File: src/rtl/btype_enc_pkg.sv
// btype_enc_pkg: shared RISC-V branch constants (opcode, funct3 codes, field widths) and FIFO entry type.
package btype_enc_pkg;
   localparam int XLEN = 32;
   localparam int REG_W = 5;
   localparam int F3_W = 3;
   localparam logic [6:0] OPC_BRANCH = 7'b1100011;
   localparam logic [F3_W-1:0] F3_BEQ = 3'b000;
   localparam logic [F3_W-1:0] F3_BNE = 3'b001;
   localparam logic [F3_W-1:0] F3_BLT = 3'b100;
   localparam logic [F3_W-1:0] F3_BGE = 3'b101;
   localparam logic [F3_W-1:0] F3_BLTU = 3'b110;
   localparam logic [F3_W-1:0] F3_BGEU = 3'b111;
   typedef struct packed {
      logic [XLEN-1:0] instr;
      logic err;
   } entry_t;
   function automatic logic f3_legal(input logic [F3_W-1:0] f);
      return f inside {F3_BEQ, F3_BNE, F3_BLT, F3_BGE, F3_BLTU, F3_BGEU};
   endfunction
endpackage

File: src/rtl/btype_enc_pack.sv
// btype_pack: combinational B-type field packing; offset bits outside [12:1] are dropped.
module btype_pack
   import btype_enc_pkg::*;
(
   input  logic [XLEN-1:0]  offset,
   input  logic [REG_W-1:0] rs1,
   input  logic [REG_W-1:0] rs2,
   input  logic [F3_W-1:0]  funct3,
   output logic [XLEN-1:0]  instr
);
   logic unused_off;
   assign unused_off = ^{offset[31:13], offset[0]};
   assign instr = {offset[12], offset[10:5], rs2, rs1, funct3, offset[4:1], offset[11], OPC_BRANCH};
endmodule

File: src/rtl/btype_enc.sv
// btype_enc: encodes branch requests into B-type instructions behind a 2-entry output FIFO.
// Define BTYPE_ENC_CHECK_EN to flag bad offsets/funct3 and count erroring requests.
module btype_enc
   import btype_enc_pkg::*;
#(
   parameter int ERR_CNT_W = 8
) (
   input  logic                 clk,
   input  logic                 resetn,
   input  logic                 in_valid,
   output logic                 in_ready,
   input  logic [XLEN-1:0]      in_offset,
   input  logic [REG_W-1:0]     in_rs1,
   input  logic [REG_W-1:0]     in_rs2,
   input  logic [F3_W-1:0]      in_funct3,
   output logic                 out_valid,
   input  logic                 out_ready,
   output logic [XLEN-1:0]      out_instr,
   output logic                 out_err,
   output logic [ERR_CNT_W-1:0] err_count
);
   logic [1:0] count;
   entry_t e0, e1, nxt;
   logic push, pop, err;
   logic [XLEN-1:0] instr;
   btype_pack u_pack (
      .offset(in_offset),
      .rs1(in_rs1),
      .rs2(in_rs2),
      .funct3(in_funct3),
      .instr(instr)
   );
`ifdef BTYPE_ENC_CHECK_EN
   // reachable range is -4096..+4094: bits 31:12 must be a pure sign extension
   assign err = in_offset[0] | (in_offset[31:12] != {20{in_offset[31]}}) | !f3_legal(in_funct3);
`else
   assign err = 1'b0;
`endif
   assign in_ready = count != 2'd2;
   assign out_valid = count != 2'd0;
   assign push = in_valid & in_ready;
   assign pop = out_valid & out_ready;
   assign nxt = '{instr: instr, err: err};
   assign out_instr = e0.instr;
   assign out_err = e0.err;
   // e0 is the head; e1 only ever holds the second entry
   always_ff @(posedge clk or negedge resetn)
      if (!resetn) begin
         count <= 2'd0;
         e0 <= '0;
         e1 <= '0;
      end else begin
         count <= count + {1'b0, push} - {1'b0, pop};
         if (pop) e0 <= (push && count == 2'd1) ? nxt : e1;
         else if (push && count == 2'd0) e0 <= nxt;
         if (push && !pop && count == 2'd1) e1 <= nxt;
      end
`ifdef BTYPE_ENC_CHECK_EN
   logic [ERR_CNT_W-1:0] cnt;
   always_ff @(posedge clk or negedge resetn)
      if (!resetn) cnt <= '0;
      else if (push && err && cnt != '1) cnt <= cnt + 1'b1;
   assign err_count = cnt;
`else
   assign err_count = '0;
`endif
endmodule

File: config.mk
export PLATFORM = sky130hd
export DESIGN_NAME = btype_enc
export DESIGN_NICKNAME = d
export VERILOG_FILES = /design/src/rtl/btype_enc_pkg.sv /design/src/rtl/btype_enc_pack.sv /design/src/rtl/btype_enc.sv
export SDC_FILE = /design/constraint.sdc
export NUM_CORES = 1
export LEC_CHECK = 0
export CELL_PAD_IN_SITES_DETAIL_PLACEMENT = 2
export CELL_PAD_IN_SITES_GLOBAL_PLACEMENT = 2
export CORE_MARGIN = 4
export CORE_UTILIZATION = 28
export CTS_CLUSTER_DIAMETER = 80
export CTS_CLUSTER_SIZE = 10
export DETAILED_ROUTE_END_ITERATION = 7
export PLACE_DENSITY_LB_ADDON = 0.3
export SLEW_MARGIN = 20
export SYNTH_ARGS = -nofsm -noshare
export SYNTH_HDL_FRONTEND = slang
export SYNTH_SLANG_ARGS = --single-unit
File: constraint.sdc
create_clock -name clk -period 4.5 [get_ports clk]
set_clock_uncertainty 0.2 [all_clocks]
set_input_delay 0.675 -clock clk [delete_from_list [all_inputs] [get_ports clk]]
set_output_delay 0.675 -clock clk [all_outputs]
set_load 0.1 [all_outputs]
[Word-level counts from Yosys, hierarchy flattened]
Cells that the tools add are included.
Word-level totals
  bits in registers: 64
  input port bits: 49
  output and inout bits: 43
Cells by class
  add/subtract/negate cells: 2
  equality and inequality tests: 2
  muxes and demuxes: 3
  bitwise operators: 2
  reduce and logical (&&, ||, !) cells: 8
Operators with widths (count)
  33-bit 2-to-1 mux: 3
  1-bit logical AND: 4
  2-bit nonzero test: 2
  2-bit by 1-bit adder with 2-bit output: 1
  1-bit AND: 2
  2-bit by 1-bit == test with 1-bit output, second input constant: 1
  2-bit logical NOT: 1
  2-bit inequality test, second input constant: 1
  2-bit by 1-bit subtractor with 2-bit output: 1
  1-bit logical NOT: 1

[Longest topological paths before layout]
  depth in word-level cells: 5
  depth in mapped cells: 9

[Hierarchy]
Synthesis repeated with hierarchy kept, for this count alone.
Unflattened totals
  cell total of the unflattened synthesis: 347
  area, all modules: 3574.7 µm²
By module, submodules not included
  btype_enc: times used 1, cells each 313, area each 3326.9 µm², sequential area each 1651.6 µm²
  btype_pack: times used 1, cells each 34, area each 247.7 µm², sequential area each 0.0 µm²

[Worst setup path after synthesis]
OpenSTA, ideal clock, no wires.
  kind: register -> register
  start: register count[0]
  end: register e1[10] (netlist bit)
  library setup time: 0.083 ns
  arrival: 2.566 ns
  required time: 4.217 ns
  slack: 1.652 ns
  cell stages (with the launch flop): 10
  buffers on the path: 2
  cells stage by stage: dfrtp_1 > or2_1 > clkbuf_1 > and2_1 > inv_1 > ha_1 > nand3b_1 > clkbuf_1 > nand2_1 > o21ai_0
Between the ends
  word-level cells in the longest chain between the ends: 5
  elaborated cells on any way between the ends: 8
Ends and longest elaborated chain
  start, declared: RTL line btype_enc.sv:22  | logic [1:0] count;
  start signal, assigned: RTL line btype_enc.sv:53  | count <= count + {1'b0, push} - {1'b0, pop};
  2-bit nonzero test: RTL line btype_enc.sv:40  | assign out_valid = count != 2'd0;
  net out_valid: RTL line btype_enc.sv:16  | output logic out_valid,
  1-bit AND: RTL line btype_enc.sv:42  | assign pop = out_valid & out_ready;
  1-bit logical NOT: RTL line btype_enc.sv:56  | if (push && !pop && count == 2'd1) e1 <= nxt;
  1-bit logical AND (2 in series): RTL line btype_enc.sv:56
  end signal, assigned: RTL line btype_enc.sv:56
  end, declared: RTL line btype_enc.sv:23  | entry_t e0, e1, nxt;
The timed path passes the listed nets, and every way through them passes these cells.
A chain may end at the register's enable or synchronous reset.

[Final worst setup path]
  start: register count[0]
  end: output in_ready
Between the ends
  word-level cells in the longest chain between the ends: 1
Ends and longest elaborated chain
  2-bit inequality test: RTL line btype_enc.sv:39  | assign in_ready = count != 2'd2;
  end, declared: RTL line btype_enc.sv:11  | output logic in_ready,
Every way passes these cells.

==> summary.md <==
| Metric | Value |
|---|---|
| Post-Syn Instances | between 200 and 300 |
| Final core occ | 0.359 |
| Final period util | 0.653 |
| Die Area | between 10000 and 15000 um^2 |
| Non-Filler Instances | 447 |
| CP Data Required Time | 3.62 ns |
| Cell family with most CP delay | buffers and inverters |
| Hold Crit Class | input pin to asynchronous set/reset pin |
| Post-CTS resize count | 0 |
| Area Overhead vs Synth | 25.7% |
| DRT iter0 DRCs | 70 |
| Post-CTS Repair Setup Buffers | 0 |
| Fill cells | 1060 |
| Final Max Slew Viols | 0 |
| Cell taking the most area after synthesis | dfrtp_1 |
| Critical path endpoint category | output port |
| ANT nets after route | 0 |
| Initial antenna violation count | 0 |
| Root buffer cell | clkbuf_8 |
| Max_cap viols | 0 |
| H-tree levels | 2 |
| YS warnings | 0 |
| Worst path buffer plus inverter count | 1 |
| IO Count | 92 |
| Outcome | complete, no violations |
| Hold buffers post-CTS | 0 |
| Num CTS Buffers | 5 |
| Final wirelength | a little over 8 mm |
| CP Launch Type | flip-flop |
| Vias in the first global route | between 2000 and 3000 |
| Synth Register Bits | 54 |
| Fin crit period | 2.94 ns |
| Clk Latency, worst-skew pair | 0.32 ns |
| Unrepaired setup endpoints after global routing | no |
| Max Root-Sink Buffers | 2 |
| Chip Height | 107 um |
| # diodes | 0 |
| Inst Count DP | 439 |
| Pre-CTS setup slack | 1.52 ns |
| Share of cells above drive strength 1 | 0.0669 |
| Synthesized area per cell | 10.5 um^2 |
| First-pass GRT wire length | 13.5 mm |
| Post-synth EDFFs | 0 |
| # setup viols final | 0 |
| DRT Pass-1 Iters | 4 |
| FFs w/ async S/R, synth | 1.00 |
| Most common cell in the netlist | dfrtp_1 |
| Rel. slew slack | 0.325 |
| Final Hold Viols | 0 |
| Via density | 5.02 |
| Post-DR wirelength/cell | 18.2 um |
| Clock slew at reported path FFs | ~0.11 ns |
| Final TNS setup | 0 ns |
| CTS tree | yes |
| Fin nets | 365 |
| Slew @ Worst Pin | ~1.0 ns |
| Worst Setup Path Type | flip-flop to output port |
| Fmax | ~340 MHz |
| Synth cell types | 23 |
| Fin worst setup slack | 1.56 ns |
| Ys flop type | dfrtp_1 |
| All-Layer GR Usage | 0.148 |
| Core Box Area | 9680 um^2 |
| CP max stage cell | clkdlybuf4s50_1 |
| GRT Residual Overflow | 0 |
| Area share of the largest cell type after synthesis | 0.488 |
| CTS sink count | 54 |
| Seq/Total Area, Yosys | 0.488 |
| RD Place Congestion | 0.692 |
| CP Max Fanout | 5 |
| Largest net degree at the start of global routing | 31 |
| FP Rows | 36 |
| Initial Utilization | 0.286 |
| HPWL after DPL | 5.48 mm |
| Synth top area cells | dfrtp_1, a221o_1, mux2i_1 |
| Crit path cell chain | nand2b_1, clkdlybuf4s50_1 |
| Vias post-DR | 2242 |
| IO buf count | 59 |
| Synth top cells by count | dfrtp_1, inv_1, nand2_1 |
| Die W | 107 um |
| Largest stage delay on the critical path | between 1 and 1.5 ns |
| Worst Path Arrival | roughly 2.1 ns |
| Mapped Area | 2770 um^2 |
| DRC Markers | 0 |
final cells by class:
cell class,instances,area [um^2],area share
Clock inverter,2,13.8,0.00395
Sequential cell,54,1350,0.388
Inverter,28,105,0.0302
Clock buffer,6,72.6,0.0208
Timing Repair Buffer,67,638,0.183
Multi-Input combinational cell,157,1130,0.326
Tap cell,133,166,0.0478
cells by family after synthesis:
| logic type | Yosys count | share of synthesized area |
|---|---|---|
| muxes | 25 | 0.0903 |
| DFF | 54 | 0.488 |
| and+or+nand+nor | 37 | 0.0592 |
| other | 1 | 0.00135 |
| adders and majority gates | 3 | 0.0136 |
| AOI/OAI and AO/OA | 78 | 0.221 |
| buffers and inverters | 64 | 0.120 |
| xor gates and xnor gates | 2 | 0.00632 |
layout by cell type, fill, tap and decap left out, types with 3 or more instances in the layout:
cell type	count
a221o_1	25
clkbuf_8	5
dfrtp_1	54
clkdlybuf4s50_1	56
nand2_1	26
inv_1	28
buf_4	9
ha_1	3
nand2b_1	3
o32ai_1	25
mux2i_1	25
conb_1	12
o21ai_0	25
stage by stage:
step,hold slack (ns),instance area [um^2]
after global placement,0.241,3390
after floorplan,0.179,2810
after CTS,0.155,3480
after detailed placement,0.249,3390
after global routing,0.158,3480
final,0.127,3480
registers in the layout, indices dropped and copies added (netlist names):
signal     cells
out_instr     26
count          2
e1            26
worst paths after layout:
kind | start | endpoint | slack [ns] | cells after the start
min | resetn | out_instr[12] | 0.13 | 1
max | count[0] | in_ready | 1.56 | 2
max in group asynchronous | resetn | out_instr[18] | 3.14 | 2
min in group clk | e1[7] | e1[7] | 0.27 | 1
min reg2reg | e1[7] | e1[7] | 0.27 | 1
max reg2reg | count[1] | out_instr[18] | 1.94 | 5
metal layers:
layer	GRT usage	vias up	wire, um
met5	0	-	0
met4	0.0325	0	76
met3	0.0180	6	237
met2	0.258	50	4100
met1	0.197	1161	3710
li1	-	1025	-
Power is left out: the tool's default activity adds up to more than one toggle a clock period on the data nets, which glitch-free logic cannot reach.
